$ cat src/rtl/tinyriscv_pkg.sv
// Shared definitions for the RIB DMA engine: bus widths, register map,
// control/status bit positions, FSM states and the address legality rule.
package tinyriscv_pkg;

    localparam int MemAddrBus = 32;
    localparam int MemBus     = 32;
    localparam int DmaLenW    = 16;

    // Config register offsets, decoded from addr_i[4:2]
    typedef enum logic [2:0] {
        REG_SRC    = 3'd0,
        REG_DST    = 3'd1,
        REG_LEN    = 3'd2,
        REG_CTRL   = 3'd3,
        REG_STATUS = 3'd4
    } dma_reg_e;

    localparam int CTRL_START  = 0;
    localparam int CTRL_IRQ_EN = 1;

    localparam int STAT_BUSY = 0;
    localparam int STAT_DONE = 1;
    localparam int STAT_ERR  = 2;

    typedef enum logic [1:0] {
        DMA_IDLE,
        DMA_READ,
        DMA_WRITE,
        DMA_FINISH
    } dma_state_e;

    localparam logic [3:0] DMA_MAX_REGION = 4'h5;

    // Legal DMA targets: word aligned and within regions 0x0..0x5
    function automatic logic dma_addr_ok(input logic [MemAddrBus-1:0] a);
        return (a[MemAddrBus-1:MemAddrBus-4] <= DMA_MAX_REGION) && (a[1:0] == 2'b00);
    endfunction

endpackage

$ cat src/rtl/rib_dma.sv
// Single-channel word-copy DMA: config slave register file plus a
// read/write FSM driving a highest-priority RIB master slot.
module rib_dma
    import tinyriscv_pkg::*;
(
    input  logic                  clk,
    input  logic                  rst,

    input  logic [MemAddrBus-1:0] addr_i,
    input  logic [MemBus-1:0]     data_i,
    output logic [MemBus-1:0]     data_o,
    input  logic                  we_i,

    output logic [MemAddrBus-1:0] m_addr_o,
    output logic [MemBus-1:0]     m_data_o,
    input  logic [MemBus-1:0]     m_data_i,
    output logic                  m_req_o,
    output logic                  m_we_o,

    output logic                  irq_o
);

    dma_state_e state_q, state_n;

    logic [MemAddrBus-1:0] src_q, src_n;
    logic [MemAddrBus-1:0] dst_q, dst_n;
    logic [DmaLenW-1:0]    len_q, len_n;
    logic                  irq_en_q, irq_en_n;
    logic                  busy_q, busy_n;
    logic                  done_q, done_n;
    logic                  err_q, err_n;

    logic [MemAddrBus-1:0] cur_src_q, cur_src_n;
    logic [MemAddrBus-1:0] cur_dst_q, cur_dst_n;
    logic [DmaLenW-1:0]    rem_q, rem_n;
    logic [MemBus-1:0]     buf_q, buf_n;
    logic                  irq_q, irq_n;

    logic [2:0] reg_sel;
    logic       wr_src, wr_dst, wr_len, wr_ctrl, wr_status;
    logic       start_req;
    logic       unused_addr;

    assign reg_sel     = addr_i[4:2];
    assign unused_addr = ^{addr_i[MemAddrBus-1:5], addr_i[1:0]};

    assign wr_src    = we_i && (reg_sel == REG_SRC);
    assign wr_dst    = we_i && (reg_sel == REG_DST);
    assign wr_len    = we_i && (reg_sel == REG_LEN);
    assign wr_ctrl   = we_i && (reg_sel == REG_CTRL);
    assign wr_status = we_i && (reg_sel == REG_STATUS);
    assign start_req = wr_ctrl && data_i[CTRL_START] && (state_q == DMA_IDLE);

    always_comb begin
        data_o = '0;
        case (reg_sel)
            REG_SRC:    data_o = src_q;
            REG_DST:    data_o = dst_q;
            REG_LEN:    data_o = {{(MemBus-DmaLenW){1'b0}}, len_q};
            REG_CTRL:   data_o[CTRL_IRQ_EN] = irq_en_q;
            REG_STATUS: begin
                data_o[STAT_BUSY] = busy_q;
                data_o[STAT_DONE] = done_q;
                data_o[STAT_ERR]  = err_q;
            end
            default:    data_o = '0;
        endcase
    end

    always_comb begin
        state_n   = state_q;
        src_n     = src_q;
        dst_n     = dst_q;
        len_n     = len_q;
        irq_en_n  = irq_en_q;
        busy_n    = busy_q;
        done_n    = done_q;
        err_n     = err_q;
        cur_src_n = cur_src_q;
        cur_dst_n = cur_dst_q;
        rem_n     = rem_q;
        buf_n     = buf_q;
        m_req_o   = 1'b0;
        m_we_o    = 1'b0;
        m_addr_o  = '0;
        m_data_o  = '0;

        if (!busy_q) begin
            if (wr_src) src_n = data_i;
            if (wr_dst) dst_n = data_i;
            if (wr_len) len_n = data_i[DmaLenW-1:0];
        end
        if (wr_ctrl) irq_en_n = data_i[CTRL_IRQ_EN];
        if (wr_status) begin
            done_n = 1'b0;
            err_n  = 1'b0;
        end

        // FSM updates follow the register writes so completion/error wins
        // over a STATUS clear landing on the same edge.
        case (state_q)
            DMA_IDLE: begin
                if (start_req) begin
                    busy_n    = 1'b1;
                    done_n    = 1'b0;
                    err_n     = 1'b0;
                    cur_src_n = src_q;
                    cur_dst_n = dst_q;
                    rem_n     = len_q;
                    state_n   = (len_q != '0) ? DMA_READ : DMA_FINISH;
                end
            end
            DMA_READ: begin
                if (dma_addr_ok(cur_src_q)) begin
                    m_req_o  = 1'b1;
                    m_addr_o = cur_src_q;
                    buf_n    = m_data_i;
                    state_n  = DMA_WRITE;
                end else begin
                    err_n   = 1'b1;
                    busy_n  = 1'b0;
                    state_n = DMA_IDLE;
                end
            end
            DMA_WRITE: begin
                if (dma_addr_ok(cur_dst_q)) begin
                    m_req_o   = 1'b1;
                    m_we_o    = 1'b1;
                    m_addr_o  = cur_dst_q;
                    m_data_o  = buf_q;
                    cur_src_n = cur_src_q + 32'd4;
                    cur_dst_n = cur_dst_q + 32'd4;
                    rem_n     = rem_q - 1'b1;
                    state_n   = (rem_q == 16'd1) ? DMA_FINISH : DMA_READ;
                end else begin
                    err_n   = 1'b1;
                    busy_n  = 1'b0;
                    state_n = DMA_IDLE;
                end
            end
            DMA_FINISH: begin
                busy_n  = 1'b0;
                done_n  = 1'b1;
                state_n = DMA_IDLE;
            end
            default: state_n = DMA_IDLE;
        endcase

        // Registered from next-state values so irq_o tracks the flags with no extra lag
        irq_n = irq_en_n & (done_n | err_n);
    end

    always_ff @(posedge clk or posedge rst) begin
        if (rst) begin
            state_q   <= DMA_IDLE;
            src_q     <= '0;
            dst_q     <= '0;
            len_q     <= '0;
            irq_en_q  <= 1'b0;
            busy_q    <= 1'b0;
            done_q    <= 1'b0;
            err_q     <= 1'b0;
            cur_src_q <= '0;
            cur_dst_q <= '0;
            rem_q     <= '0;
            buf_q     <= '0;
            irq_q     <= 1'b0;
        end else begin
            state_q   <= state_n;
            src_q     <= src_n;
            dst_q     <= dst_n;
            len_q     <= len_n;
            irq_en_q  <= irq_en_n;
            busy_q    <= busy_n;
            done_q    <= done_n;
            err_q     <= err_n;
            cur_src_q <= cur_src_n;
            cur_dst_q <= cur_dst_n;
            rem_q     <= rem_n;
            buf_q     <= buf_n;
            irq_q     <= irq_n;
        end
    end

    assign irq_o = irq_q;

endmodule

$ cat config.mk
export PLATFORM = sky130hd
export DESIGN_NAME = rib_dma
export DESIGN_NICKNAME = d
export VERILOG_FILES = /design/src/rtl/tinyriscv_pkg.sv /design/src/rtl/rib_dma.sv
export SDC_FILE = /design/constraint.sdc
export NUM_CORES = 1
export LEC_CHECK = 0
export CORE_UTILIZATION = 35
export DETAILED_ROUTE_END_ITERATION = 6
export REMOVE_ABC_BUFFERS = 1
export SLEW_MARGIN = 15
export SYNTH_ARGS = -nofsm -noshare
export SYNTH_HDL_FRONTEND = slang
export SYNTH_SLANG_ARGS = --single-unit
$ cat constraint.sdc
create_clock -name clk -period 6.3 [get_ports clk]
set_input_delay 1.26 -clock clk [delete_from_list [all_inputs] [get_ports clk]]
set_output_delay 1.26 -clock clk [all_outputs]
set_load 0.02 [all_outputs]
==> impl_metrics.tcl, run 1 <==
set metrics [dict create \
    syn-mean-instance-area_um2 10.0 \
    overflow 0 \
    diodes 0 \
    drtIter0Drc 650 \
    antenna_found_initial 0 \
    synth_area_leaders "dfrtp_1 46%, mux2_2 12%, a21oi_1 3.6%, a22oi_1 3.1%, and3_1 2.4%" \
    die_h_um 178 \
    initial_core_util_pct 35.6 \
    die-area_um2 31800 \
    fin_crit_sh_pct 78.1 \
    crit_type "in2out" \
    finalHoldViolCount 0 \
    clkLatencyLatePin_ns 0.44 \
    p_leak_nw 5.35 \
    cts.sinks 199 \
    syn_area_um2 10900 \
    async_flop_share_pct 100 \
    port_buffers 165 \
    worst_hold_slack_ns 0.504 \
    first_pass_iters 6 \
    grt_first_pass_wirelength_mm 50.8 \
    netlist_instances 1088 \
    setup_viol 0 \
    drv_cap 0 \
    wl_per_cell_um 20.1 \
    slew_viol_final 0 \
    synth_ff_type "dfrtp_1" \
    cp_slowest_stage_delay_ns 0.67 \
    yosysSeqAreaShare_pct 45.8 \
    worst-path-max-fanout 17 \
    end_kind "primary output" \
    drive_gt1_share_pct 15.4 \
    ioPinCount 198 \
    finalWirelength_mm 32.4 \
    globalplace.congestion 0.836 \
    cts-resized-gates 0 \
    ir_drop_v 0.000275 \
    place_area_um2 12800 \
    yosysWarnings 0 \
    grt_start_max_net_pins 115 \
    hold_class "reg2reg" \
    slew-limit-headroom_pct 31.4 \
    numCtsBuffers 17 \
    drc 0 \
    critPathBufInv 4 \
    synth_edf_count 0 \
    worstSetupStartpointType "primary input" \
    slowest_stage "clkdlybuf4s50_1" \
    rows 64 \
    layoutNonFillerInstCount 1613 \
    cts-root-buf "clkbuf_16" \
    htreeDepth 4 \
    setup_tns_ns 0 \
    fin_worst_skew_ns 0.0153 \
    clk_pin_slew_ns 0.07 \
    fmax_mhz 203 \
    status "completed" \
    grt_pass1_vias 8853 \
    drtAntennaViolNets 0 \
    grt_use_total_pct 20.6 \
    final_area_um2 13500 \
    post_cts_buffers 0 \
    holdBufCountCts 0 \
    period_minus_slack_ns 4.92 \
    via_count 9265 \
    cp.arrival_ns 3.66 \
    coreArea_um2 30600 \
    worstMarginPinSlew_ns 1.03 \
    die-width_um 178 \
    rsz0062_at_grt "false" \
    clock_path_buffers 2 \
    pwr_density_cell_nw_per_um2 505 \
    postLayoutCoreUtil_pct 44.0 \
    worstPathCellList "clkdlybuf4s50_1 -> nor2b_1 -> buf_4 -> nor2b_1 -> buf_4 -> a22o_1 -> clkdlybuf4s50_1" \
    synth_top_area_share_pct 45.8 \
    vias_per_cell 5.74 \
    placed_cells 1581 \
    required_ns 5.04 \
    synth_cell_types 70 \
    cp_top_family "buffers and inverters" \
    num-fill-cells 2942 \
    hpwl_mm 21.6 \
    area_growth_pct 23.8 \
    finalNetCount 1312 \
    synth_area_leader_cell "dfrtp_1" \
    cts_tree "yes" \
    synth-seq-cells 199 \
]
## state kept, by name, indices dropped and copies added, names as in the netlist
signal and cells:
buf_q 32, cur_dst_q 32, cur_src_q 32, dst_q 32
src_q 32, len_q 16, rem_q 16, state_q 2
busy_q 1, done_q 1, err_q 1, irq_en_q 1
irq_o 1
## power breakdown
part	switching [mW]	total [mW]	leakage [nW]	internal [mW]
Clock	0.532	1.17	0.290	0.635
Combinational	1.64	3.05	2.65	1.40
Sequential	0.670	2.59	2.41	1.92
## final cells by class
| class | instances | area, um2 | area share [%] |
|---|---|---|---|
| tap | 396 | 495 | 3.68 |
| clock inverter | 15 | 191 | 1.42 |
| inverter | 20 | 82.6 | 0.613 |
| multi-input combinational | 775 | 5440 | 40.4 |
| timing repair buffer | 191 | 1850 | 13.7 |
| clock buffer | 17 | 425 | 3.16 |
| sequential | 199 | 4980 | 37.0 |
## through the flow
stage | setup slack, ns | total power, mW
after floorplan | -0.386 | 4.56
after global placement | 1.38 | 5.56
after detailed placement | 1.36 | 5.64
after CTS | 1.36 | 6.82
after global routing | 1.19 | 7.28
final | 1.38 | 6.80
## layout by cell type, fill, tap and decap left out, types with 20 or more instances in the layout
cell type	count
o21ai_1	20
mux2_2	114
a21oi_1	79
nor3_1	28
a2bb2oi_1	25
a22o_1	20
clkdlybuf4s50_1	165
nand4_1	20
and3_1	41
a22oi_1	45
nand3_1	38
mux2i_1	25
o21ai_0	28
nand2_1	62
o22ai_1	21
dfrtp_1	199
buf_4	26
nor2b_1	36
nor2_1	49
## worst register-to-register path, stage by stage, from the launching register on
cell and delay (ns):
dfrtp_1 0.41, inv_1 0.17, ha_4 0.15, buf_4 0.55, buf_4 0.84, clkinv_1 0.25, buf_4 0.31, nor4_1 0.44
a21oi_1 0.12, o21ba_1 0.18
## kinds of logic (layout without fill, tap and decap cells)
| family | after synthesis | in the layout | synth area share (%) |
|---|---|---|---|
| AND/OR/NAND/NOR | 329 | 329 | 16.1 |
| AO/OA/AOI/OAI | 294 | 294 | 18.2 |
| flip-flops | 199 | 199 | 45.8 |
| multiplexers | 140 | 140 | 14.3 |
| buffers and inverters | 116 | 243 | 4.50 |
| adder cells (fa/ha/maj) | 9 | 9 | 1.04 |
| other | 1 | 3 | 0.0345 |
## routing by layer
metal  vias to the layer above  share of wire (%)  global-route usage (%)
met2                       262                 47                    32.4
li1                       4305                  -                       -
met5                         -                  0                       0
met3                        31                4.5                    3.35
met4                         0                1.4                    5.26
met1                      4667                 47                    29.5
## cell usage after synthesis (all sizes together) (4+ instances only)
| library cell | count |
|---|---|
| a21oi | 79 |
| a22o | 20 |
| a22oi | 45 |
| a2bb2oi | 25 |
| a31oi | 8 |
| and2 | 7 |
| and3 | 41 |
| and4 | 4 |
| buf | 34 |
| clkbuf | 62 |
| dfrtp | 199 |
| ha | 9 |
| inv | 20 |
| mux2 | 114 |
| mux2i | 25 |
| nand2 | 62 |
| nand3 | 38 |
| nand4 | 20 |
| nand4b | 4 |
| nor2 | 50 |
| nor2b | 36 |
| nor3 | 29 |
| nor4 | 16 |
| o211ai | 5 |
| o21a | 5 |
| o21ai | 48 |
| o22a | 5 |
| o22ai | 21 |
| or2 | 6 |
| or3 | 5 |
## path summary, 6_finish.rpt
kind	startpoint	end	slack (ns)	cells past startpoint
min	buf_q[14]$_DFFE_PP0P_	buf_q[14]$_DFFE_PP0P_	0.50	1
min reg2reg	buf_q[14]$_DFFE_PP0P_	buf_q[14]$_DFFE_PP0P_	0.50	1
min in group asynchronous	rst	cur_dst_q[17]$_DFFE_PP0P_	1.40	2
max in group asynchronous	rst	buf_q[17]$_DFFE_PP0P_	3.70	3
max	addr_i[3]	data_o[31]	1.38	7
max reg2reg	state_q[0]$_DFFE_PP0P_	cur_dst_q[19]$_DFFE_PP0P_	2.77	9
Power figures use the tool's default switching activity.
==> inputs of run 2 (changes only) <==
==> constraint.sdc (replaced) <==
create_clock -name clk -period 4.71 [get_ports clk]
set_input_delay 0.942 -clock clk [delete_from_list [all_inputs] [get_ports clk]]
set_output_delay 0.942 -clock clk [all_outputs]
set_load 0.02 [all_outputs]
==> run 2 against run 1 <==
Sequential power rose by 34%. Largest cell class unchanged. Clock power grew 26%. Worst setup slack worse by 0.92 ns. Wire length down 0.39%. Via count shrank 0.44%. Flip-flop and latch count stayed put.
==> impl_metrics.tcl, run 2 (synthesis results as in run 1) <==
set metrics [dict create \
    status "completed" \
    crit_type "reg2out" \
    regArea_um2 4980 \
    post_cts_buffers 0 \
    fin_worst_skew_ns 0.0155 \
    cp_slowest_stage_delay_ns 0.68 \
    area_growth_pct 24.5 \
    worstSetupStartpointType "flip-flop" \
    p_int_mw 5.26 \
    grt_first_pass_wirelength_mm 50.3 \
    ir_drop_v 0.000385 \
    grt_use_total_pct 20.5 \
    power_frac_comb_pct 45.6 \
    fmax_mhz 235 \
    worst-path-max-fanout 26 \
    power_frac_seq_pct 38.2 \
    numCtsBuffers 17 \
    die-width_um 178 \
    preCtsSetupSlack_ns 0.558 \
    slew-limit-headroom_pct 37.1 \
    p_leak_nw 5.39 \
    coreArea_um2 30600 \
    hpwl_mm 22.2 \
    cp_top_family "buffers and inverters" \
    final_area_um2 13500 \
    drtIter0Drc 722 \
    p_switching_mw 3.81 \
    ioPinCount 198 \
    critPathBufInv 2 \
    port_buffers 165 \
    mostFrequentLayoutCell "dfrtp_1" \
    htreeDepth 4 \
    first_pass_iters 5 \
    drv_cap 0 \
    vias_per_cell 5.69 \
    die_h_um 178 \
    clock_path_buffers 2 \
    cts_tree "yes" \
    rsz0062_at_grt "false" \
    slowest_stage "a2111oi_0" \
    hold_class "reg2reg" \
    period_minus_slack_ns 4.25 \
    initial_core_util_pct 35.6 \
    power_mw 9.07 \
    required_ns 3.77 \
    path_depth 6 \
    drc 0 \
    drtAntennaViolNets 0 \
    cts-resized-gates 0 \
    globalplace.congestion 0.826 \
    switching_share_pct 42.0 \
    setup_viol 0 \
    num-fill-cells 2956 \
    pwr_density_cell_nw_per_um2 670 \
    grt_pass1_vias 8815 \
    postLayoutCoreUtil_pct 44.3 \
    antenna_found_initial 0 \
    layoutNonFillerInstCount 1622 \
    end_kind "primary output" \
    r2r_slack_ns 1.15 \
    cts.sinks 199 \
    worst-r2r-cell-count 9 \
    rows 64 \
    wl_per_cell_um 19.9 \
    worstMarginPinSlew_ns 0.944 \
    via_count 9224 \
    finalWirelength_mm 32.3 \
    cp.arrival_ns 3.31 \
    slew_viol_final 0 \
    p_clk_share_pct 16.2 \
    setup_tns_ns 0 \
    most-common-layout-cells "199 x dfrtp_1, 165 x clkdlybuf4s50_1, 114 x mux2_2" \
    place_area_um2 13000 \
    worst_hold_slack_ns 0.503 \
    fin_crit_sh_pct 90.2 \
    multiInputGateArea_um2 5440 \
    placed_cells 1590 \
    holdBufCountCts 0 \
    worstPathCellList "a2111oi_0 -> and2_2 -> buf_12 -> a22oi_1 -> nor2b_1 -> clkdlybuf4s50_1" \
    finalNetCount 1321 \
    whs_path_depth 1 \
    cts-root-buf "clkbuf_16" \
    fin_ws_ns 0.461 \
    clkLatencyLatePin_ns 0.44 \
    drive_gt1_share_pct 16.0 \
    overflow 0 \
    die-area_um2 31800 \
    grt_start_max_net_pins 109 \
    diodes 0 \
    finalHoldViolCount 0 \
    clk_pin_slew_ns 0.08 \
]
==> run 2: cell count changes in the layout (fill, tap and decap cells not counted), sizes merged <==
cell,before,now
clkbuf,17,18
buf,26,35
clkinv,4,5
bufinv,3,1
==> run 2: area by class of cell <==
type	count	share of cell area (%)
Timing Repair Buffer	200	14.5
Multi-Input combinational cell	775	40.2
Sequential cell	199	36.8
Tap cell	396	3.66
Clock inverter	14	1.03
Inverter	20	0.610
Clock buffer	18	3.24
==> run 2: power by group through the flow <==
stage	clock, mW	sequential [mW]	combinational (mW)
floorplan	0	3.16	2.94
global placement	0	3.44	4.04
detailed placement	0	3.47	4.13
CTS	1.51	3.44	4.14
global route	1.57	3.59	4.54
finish	1.47	3.46	4.14
==> run 2: worst paths after layout <==
| kind | start | to |
|---|---|---|
| worst max-delay path | cur_src_q[30]$_DFFE_PP0P_ | m_addr_o[20] |
| worst min-delay path | buf_q[27]$_DFFE_PP0P_ | buf_q[27]$_DFFE_PP0P_ |
| worst max register to register | state_q[0]$_DFFE_PP0P_ | cur_src_q[5]$_DFFE_PP0P_ |
| worst min register to register | buf_q[27]$_DFFE_PP0P_ | buf_q[27]$_DFFE_PP0P_ |
| max in group asynchronous | rst | cur_src_q[30]$_DFFE_PP0P_ |
| min in group asynchronous | rst | dst_q[23]$_DFFE_PP0P_ |
==> run 2: metal layers <==
layer	global-route usage, %	part of all wire, %
met1	28.7	46
met2	32.9	47
met3	3.20	5.2
met4	5.44	1.5
met5	0	0
==> inputs of run 3 (changes only) <==
==> constraint.sdc (replaced) <==
create_clock -name clk -period 4.37 [get_ports clk]
set_input_delay 0.874 -clock clk [delete_from_list [all_inputs] [get_ports clk]]
set_output_delay 0.874 -clock clk [all_outputs]
set_load 0.02 [all_outputs]
==> run 3 against run 2 <==
Power is 6.6% higher. Worst setup slack worse by 0.24 ns. Worst hold slack worse by 0.0047 ns. Clock-buffer cell count is 3 higher. Design area is 0.14% lower. Global-route usage is 0.38 points higher. Sequential power is 7.5% higher. Critical path type unchanged. Largest power group unchanged.
==> impl_metrics.tcl, run 3 (synthesis results as in run 1) <==
set metrics [dict create \
    status "completed" \
    vias_per_cell 5.75 \
    area_growth_pct 24.3 \
    power_mw 9.67 \
    via_count 9341 \
    worst-path-max-fanout 20 \
    grt_start_max_net_pins 166 \
    fin_crit_sh_pct 94.9 \
    drtIter0Drc 773 \
    hpwl_mm 22.5 \
    cts-resized-gates 0 \
    r2r-end "cur_dst_q[18]$_DFFE_PP0P_" \
    hold_class "reg2reg" \
    grt_use_total_pct 20.9 \
    die_h_um 178 \
    numCtsBuffers 17 \
    ioPinCount 198 \
    setup_viol 0 \
    initial_core_util_pct 35.6 \
    clkLatencyLatePin_ns 0.43 \
    cp.arrival_ns 3.28 \
    antenna_found_initial 1 \
    drc 0 \
    grt_pass1_vias 8904 \
    holdPathEnd "buf_q[12]$_DFFE_PP0P_" \
    cts-root-buf "clkbuf_16" \
    required_ns 3.50 \
    crit_type "reg2out" \
    finalWirelength_mm 32.6 \
    holdBufCountCts 0 \
    cts.sinks 199 \
    worstMarginPinSlew_ns 0.903 \
    finalNetCount 1324 \
    wl_per_cell_um 20.0 \
    drv_cap 0 \
    fin_worst_skew_ns 0.0140 \
    coreArea_um2 30600 \
    reg2reg_from "state_q[1]$_DFFE_PP0P_" \
    slew_viol_final 0 \
    p_leak_nw 5.39 \
    finalHoldViolCount 0 \
    fin_ws_ns 0.221 \
    pwr_density_cell_nw_per_um2 715 \
    clock_path_buffers 2 \
    ir_drop_v 0.000363 \
    worstSetupStartpointType "flip-flop" \
    layoutNonFillerInstCount 1625 \
    whs_path_depth 1 \
    overflow 0 \
    die-area_um2 31800 \
    htreeDepth 4 \
    preCtsSetupSlack_ns 0.459 \
    post_cts_buffers 0 \
    clk_pin_slew_ns 0.07 \
    rows 64 \
    worst-r2r-cell-count 9 \
    hold_start "buf_q[12]$_DFFE_PP0P_" \
    cts_tree "yes" \
    drive_gt1_share_pct 16.0 \
    slew-limit-headroom_pct 39.6 \
    fmax_mhz 241 \
    end_kind "primary output" \
    most-common-layout-cells "199 x dfrtp_1, 165 x clkdlybuf4s50_1, 114 x mux2_2" \
    drtAntennaViolNets 0 \
    globalplace.congestion 0.849 \
    num-fill-cells 2994 \
    grt_first_pass_wirelength_mm 51.4 \
    mostFrequentLayoutCell "dfrtp_1" \
    period_minus_slack_ns 4.15 \
    first_pass_iters 5 \
    placed_cells 1593 \
    rsz0062_at_grt "false" \
    die-width_um 178 \
    port_buffers 165 \
    r2r_slack_ns 1.37 \
]
[run 3: layer usage]
layer | wire [um] | up-vias | share of wire (%) | GRT usage (%)
li1 | - | 4316 | - | -
met1 | 14800 | 4671 | 45 | 29.8
met2 | 15300 | 325 | 47 | 32.9
met3 | 1890 | 29 | 5.8 | 3.01
met4 | 512 | 0 | 1.6 | 5.69
met5 | 0 | - | 0 | 0
[run 3: final cells by class]
type	instances	area (um2)	area share, %
antenna	1	2.50	0.0185
clock inverter	10	76.3	0.564
timing repair buffer	203	1990	14.7
multi-input combinational	775	5450	40.3
tap	396	495	3.66
sequential	199	4980	36.8
clock buffer	21	450	3.33
inverter	20	82.6	0.611
[run 3: how the worst max path moves through the flow]
stage	startpoint	end	slack, ns	cells past startpoint
floorplan	rst	buf_q[0]$_DFFE_PP0P_	-1.93	1
global placement	addr_i[3]	data_o[12]	0.47	7
detailed placement	addr_i[4]	data_o[2]	0.46	5
CTS	cur_src_q[30]$_DFFE_PP0P_	m_addr_o[6]	0.21	6
global route	cur_src_q[30]$_DFFE_PP0P_	m_addr_o[5]	0.05	6
finish	cur_src_q[30]$_DFFE_PP0P_	m_addr_o[6]	0.22	6
[run 3: power by group]
group	switching (mW)	internal [mW]	total (mW)
registers	0.951	2.77	3.72
clock network	0.712	0.745	1.46
logic	2.39	2.10	4.49
[run 3: critical path: stages (launching register included)]
cell and delay [ns]:
dfrtp_1 0.43, a2111oi_0 0.72, and2_2 0.50, buf_12 0.22, a22oi_1 0.08, nor2b_1 0.23
clkdlybuf4s50_1 0.65
[run 3: through the flow]
stage / TNS (ns) / hold WS (ns) / util [%] / instance area (um2)
6_report: 0 / 0.498 / 44.2 / 13500
4_1_cts: 0 / 0.504 / 44.2 / 13500
3_3_place_gp: 0 / 0.473 / 42.5 / 13000
2_1_floorplan: -556.17 / 0.461 / - / 10500
5_1_grt: 0 / 0.517 / 44.2 / 13500
3_5_place_dp: 0 / 0.489 / 42.5 / 13000
